[config.mk]
export PLATFORM = sky130hd
export DESIGN_NAME = input_rd_ctrl
export DESIGN_NICKNAME = d
export VERILOG_FILES = /design/src/rtl/input_rd_ctrl.sv
export SDC_FILE = /design/constraint.sdc
export NUM_CORES = 2
export LEC_CHECK = 0
export CORE_MARGIN = 2
export CORE_UTILIZATION = 60
export DETAILED_ROUTE_END_ITERATION = 6
export MAX_ROUTING_LAYER = met4
export PLACE_DENSITY = 0.93
export SLEW_MARGIN = 0
export SYNTH_ARGS = -nofsm -noshare
export SYNTH_HDL_FRONTEND = slang
export SYNTH_SLANG_ARGS = --single-unit
[constraint.sdc]
create_clock -name clk -period 5.33 [get_ports clk]
set_input_delay 0.7995 -clock clk [delete_from_list [all_inputs] [get_ports clk]]
set_output_delay 0.7995 -clock clk [all_outputs]
set_load 0.005 [all_outputs]
[src/rtl/input_rd_ctrl.sv]
// rtl/input_rd_ctrl.sv - input SRAM read controller with diagonal skew into the systolic array rows
module input_rd_ctrl #(
    parameter int DATA_WIDTH = 16,
    parameter int ADDR_WIDTH = 16,
    parameter int SYS_ROW    = 16,
    parameter int MEM_LAT    = 1
) (
    input  logic                          clk,
    input  logic                          rstn,
    input  logic                          start_i,
    input  logic [ADDR_WIDTH-1:0]         base_addr_i,
    input  logic [DATA_WIDTH-1:0]         num_row_i,
    output logic                          mem_rd_en_o,
    output logic [ADDR_WIDTH-1:0]         mem_rd_addr_o,
    input  logic [SYS_ROW*DATA_WIDTH-1:0] mem_rd_data_i,
    output logic [SYS_ROW*DATA_WIDTH-1:0] sys_in_data_o,
    output logic [SYS_ROW-1:0]            sys_in_valid_o,
    output logic                          busy_o,
    output logic                          done_o
);

    typedef enum logic [1:0] {IDLE, READ, DRAIN} state_t;

    // Cycles spent in DRAIN before done: read latency plus the deepest skew lane.
    localparam logic [DATA_WIDTH-1:0] DRAIN_LEN = DATA_WIDTH'(MEM_LAT + SYS_ROW);

    state_t                  state_q, state_d;
    logic [DATA_WIDTH-1:0]   num_q, num_d;
    logic [DATA_WIDTH-1:0]   cnt_q, cnt_d;
    logic [ADDR_WIDTH-1:0]   addr_q, addr_d;
    logic                    rd_en_q, rd_en_d;
    logic                    busy_q, busy_d;
    logic                    done_q, done_d;
    logic [MEM_LAT-1:0]      tag_q;
    logic                    data_ok;

    always_ff @(posedge clk) begin
        if (!rstn) begin
            state_q <= IDLE;
            num_q   <= '0;
            cnt_q   <= '0;
            addr_q  <= '0;
            rd_en_q <= 1'b0;
            busy_q  <= 1'b0;
            done_q  <= 1'b0;
        end else begin
            state_q <= state_d;
            num_q   <= num_d;
            cnt_q   <= cnt_d;
            addr_q  <= addr_d;
            rd_en_q <= rd_en_d;
            busy_q  <= busy_d;
            done_q  <= done_d;
        end
    end

    always_comb begin
        state_d = state_q;
        num_d   = num_q;
        cnt_d   = cnt_q;
        addr_d  = addr_q;
        case (state_q)
            IDLE: begin
                if (start_i && num_row_i != '0) begin
                    state_d = READ;
                    num_d   = num_row_i;
                    cnt_d   = DATA_WIDTH'(1);
                    addr_d  = base_addr_i;
                end
            end
            READ: begin
                if (cnt_q == num_q) begin
                    state_d = DRAIN;
                    cnt_d   = '0;
                end else begin
                    cnt_d  = cnt_q + DATA_WIDTH'(1);
                    addr_d = addr_q + ADDR_WIDTH'(1);
                end
            end
            DRAIN: begin
                if (cnt_q == DRAIN_LEN) begin
                    state_d = IDLE;
                    cnt_d   = '0;
                end else begin
                    cnt_d = cnt_q + DATA_WIDTH'(1);
                end
            end
            default: state_d = IDLE;
        endcase
    end

    // Outputs are decoded from the next state so they appear registered.
    always_comb begin
        rd_en_d = (state_d == READ);
        busy_d  = (state_d != IDLE);
        done_d  = (state_d == DRAIN && cnt_d == DRAIN_LEN) ||
                  (state_q == IDLE && start_i && num_row_i == '0);
    end

    always_ff @(posedge clk) begin
        if (!rstn) begin
            tag_q <= '0;
        end else begin
            tag_q[0] <= rd_en_q;
            for (int j = 1; j < MEM_LAT; j++) tag_q[j] <= tag_q[j-1];
        end
    end

    assign data_ok = tag_q[MEM_LAT-1];

    // Lane i runs through i+1 stages; zeroed data rides along with invalid slots.
    for (genvar i = 0; i < SYS_ROW; i++) begin : g_lane
        logic [DATA_WIDTH-1:0] dat_q [i+1];
        logic [i:0]            vld_q;

        always_ff @(posedge clk) begin
            if (!rstn) begin
                vld_q <= '0;
                for (int j = 0; j <= i; j++) dat_q[j] <= '0;
            end else begin
                vld_q[0] <= data_ok;
                dat_q[0] <= data_ok ? mem_rd_data_i[i*DATA_WIDTH +: DATA_WIDTH] : '0;
                for (int j = 1; j <= i; j++) begin
                    vld_q[j] <= vld_q[j-1];
                    dat_q[j] <= dat_q[j-1];
                end
            end
        end

        assign sys_in_valid_o[i]                         = vld_q[i];
        assign sys_in_data_o[i*DATA_WIDTH +: DATA_WIDTH] = dat_q[i];
    end

    assign mem_rd_en_o   = rd_en_q;
    assign mem_rd_addr_o = addr_q;
    assign busy_o        = busy_q;
    assign done_o        = done_q;

endmodule

==> impl_results.md <==
- Status: finished clean
- Mapped cell area: 0.0629 mm^2
- Routed WL: 117 mm
- Total grt overflow: 0
- Power per cell area: 429 mW/mm^2
- WP data arrival: 3.48 ns
- Slew @ Worst Pin: 1.16 ns
- Startpoint types: flip-flop
- Syn nets: 5509
- Htree depth: 4
- Worst EP required: 6.01 ns
- Slew Viols, Final: 0
- Final setup fails: 0
- WS Path Type: reg2reg
- Sequential share of the synthesized area: 0.714
- WL/cell: 16.4 um
- Fin cells: 7139
- PortBufs: 581
- Yosys reg bits: 2246
- FF-to-FF Start: state_q[1]$_SDFF_PN0_
- I/O pin total: 582
- Unique masters post-synth: 58
- CORE AREA: 0.104 mm^2
- Die area: 0.107 mm^2
- YS warnings: 0
- Pleak: 31.7 nW
- F_max: 357 MHz
- Fraction of layout cells with a size suffix above 1: 0.0657
- Sequential Area: 0.0450 mm^2
- Max stage delay on crit path: 0.90 ns
- Routability cong.: 0.813
- Fillers: 6106
- CTS resizes: 0
- Clock Sinks: 2246
- Min-delay src: g_lane[8].dat_q[0][98]$_SDFF_PN0_
- Root buffer cell: clkbuf_16
- Relative slew slack: 0.229
- First-iteration detailed-routing DRC count: 1762
- Hold Crit Class: reg2reg
- Clk_lat worst skew: 0.80 ns
- Worst Skew: 0.0322 ns
- Worst path slowest cell: nand2b_1
- Largest net degree at the start of global routing: 270
- Critical path peak fanout: 33
- Post-CTS setup buffer count: 0
- Syn Area/Cell: 12.1 um^2
- Unrepaired setup endpoints after global routing: false
- Clk slew on worst S/H paths: 0.06 ns
- Final min period: 2.80 ns
- CTS Hold Buffers Added: 0
- Placed insts: 6742
- CP Capture Type: flip-flop
- DRC viols: 0
- NumNets Final: 5856
- Final hold vios: 0
- Via count of the first global-routing pass: 34.3k
- Die width: 328 um
- Synth Instances: 5215
- DP HPWL: 65.4 mm
- CP startpoint: state_q[1]$_SDFF_PN0_
- Post-synth ARST share: 0
- CTS tree: done
- Total GRT Usage: 0.220
- Post-synth EDFFs: 0
- Vias: 33.4k
- Initial antenna violation count: 36
- Max-cap violations: 0
- Std-Cell Rows: 118
- Die Y: 328 um
- First-pass GRT wire length: 181 mm
- Starting Density: 0.606
- TritonRoute pass-1 iters: 5
- Vias/cell: 4.68
- Critical Path, Cell by Cell: nand2b_1, o21ai_2, a211o_2, a22oi_1, o2111ai_1, o31ai_1
- Multi-input logic area: 0.0155 mm^2
- Post-route ant nets: 0
- Final setup TNS: 0 ns
- Ys flop type: dfxtp_1
- Clock buffer depth: 3
- VDD IR-drop max: 0.000397 V
- Fin crit share: 0.525
- Clock buffer count from CTS: 198
- Synthesis-to-layout area growth: 19.7%
## cells by family (layout without fill, tap and decap cells)
kind of cell | Yosys count | in the layout | share of synthesized area
mux | 1 | 1 | 0.000159
simple gates | 2368 | 2368 | 0.232
fa+ha+maj | 3 | 3 | 0.000597
xor+xnor | 18 | 18 | 0.00262
compound gates | 112 | 112 | 0.0118
flops | 2246 | 2246 | 0.714
buf+inv | 467 | 974 | 0.0386
other cells | 0 | 37 | 0
## Yosys cell counts (10+ instances only)
| cell type | count | share of area |
|---|---|---|
| clkbuf_1 | 289 | 0.017 |
| o21ai_0 | 22 | 0.0017 |
| a22oi_1 | 10 | 0.0012 |
| nand2_1 | 76 | 0.0045 |
| nand3_1 | 17 | 0.0014 |
| nand4_1 | 11 | 0.0011 |
| and3_1 | 261 | 0.026 |
| a21oi_1 | 37 | 0.0029 |
| xnor2_1 | 17 | 0.0024 |
| nor2_1 | 30 | 0.0018 |
| buf_4 | 162 | 0.019 |
| and2_1 | 1941 | 0.19 |
| dfxtp_1 | 2246 | 0.71 |
## cell type report
class | instances | share of cell area
Timing Repair Buffer | 609 | 0.0814
Tap cell | 1380 | 0.0229
Antenna cell | 37 | 0.00123
Inverter | 5 | 0.000249
Clock inverter | 72 | 0.0119
Sequential cell | 2246 | 0.597
Multi-Input combinational cell | 2502 | 0.206
Clock buffer | 288 | 0.0787
## layout by cell type, fill, tap and decap left out, drive strengths merged, types with 30 or more instances in the layout
master	instances
dfxtp	2246
and2	1941
clkdlybuf4s50	580
clkbuf	288
and3	261
nand2	76
clkinv	45
diode	37
a21oi	37
nor2	30
## where the power goes
group          internal (W)  switching [W]
Combinational      0.000374       0.000404
Sequential           0.0169      0.0000711
Clock               0.00838        0.00614
Total                0.0257        0.00661
## per-layer routing
layer	up-vias	track usage	wire, um
met2	828	0.367	58600
met3	319	0.0622	7390
met4	0	0.113	5320
met1	15500	0.239	46000
met5	-	-	0
li1	16700	-	-
## worst max-delay path, delay by kind of cell, from the launching register on
family | cells | cell delay, ns
AND/OR/NAND/NOR | 1 | 0.90
flip-flops | 1 | 0.36
AO/OA/AOI/OAI | 5 | 1.44
## path summary, 6_finish.rpt
kind | slack, ns | to | cells after the start
setup / recovery | 2.53 | done_o$_SDFF_PN0_ | 6
hold / removal | 0.41 | g_lane[8].dat_q[0][114]$_SDFF_PN0_ | 1
setup reg to reg | 2.53 | done_o$_SDFF_PN0_ | 6
hold reg to reg | 0.41 | g_lane[8].dat_q[0][114]$_SDFF_PN0_ | 1
## registers in the layout, summed over array words and instances (netlist names)
register       cells
busy_o             1
g_lane.vld_q      16
cnt_q             16
mem_rd_addr_o     16
data_ok            1
done_o             1
mem_rd_en_o        1
num_q             16
state_q            2
g_lane.dat_q    2176
## metrics by stage
| step | utilization | area (um^2) | setup WS [ns] | power (W) | hold WS (ns) |
|---|---|---|---|---|---|
| after floorplan | - | 62900 | 3.05 | 0.0177 | 0.412 |
| after global placement | 0.659 | 68400 | 2.04 | 0.0181 | 0.412 |
| after detailed placement | 0.659 | 68400 | 2.08 | 0.0181 | 0.417 |
| after CTS | 0.725 | 75200 | 2.56 | 0.0326 | 0.417 |
| after global routing | 0.726 | 75300 | 2.25 | 0.0333 | 0.431 |
| final | 0.726 | 75300 | 2.53 | 0.0323 | 0.410 |
(Power assumes the default switching activity.)
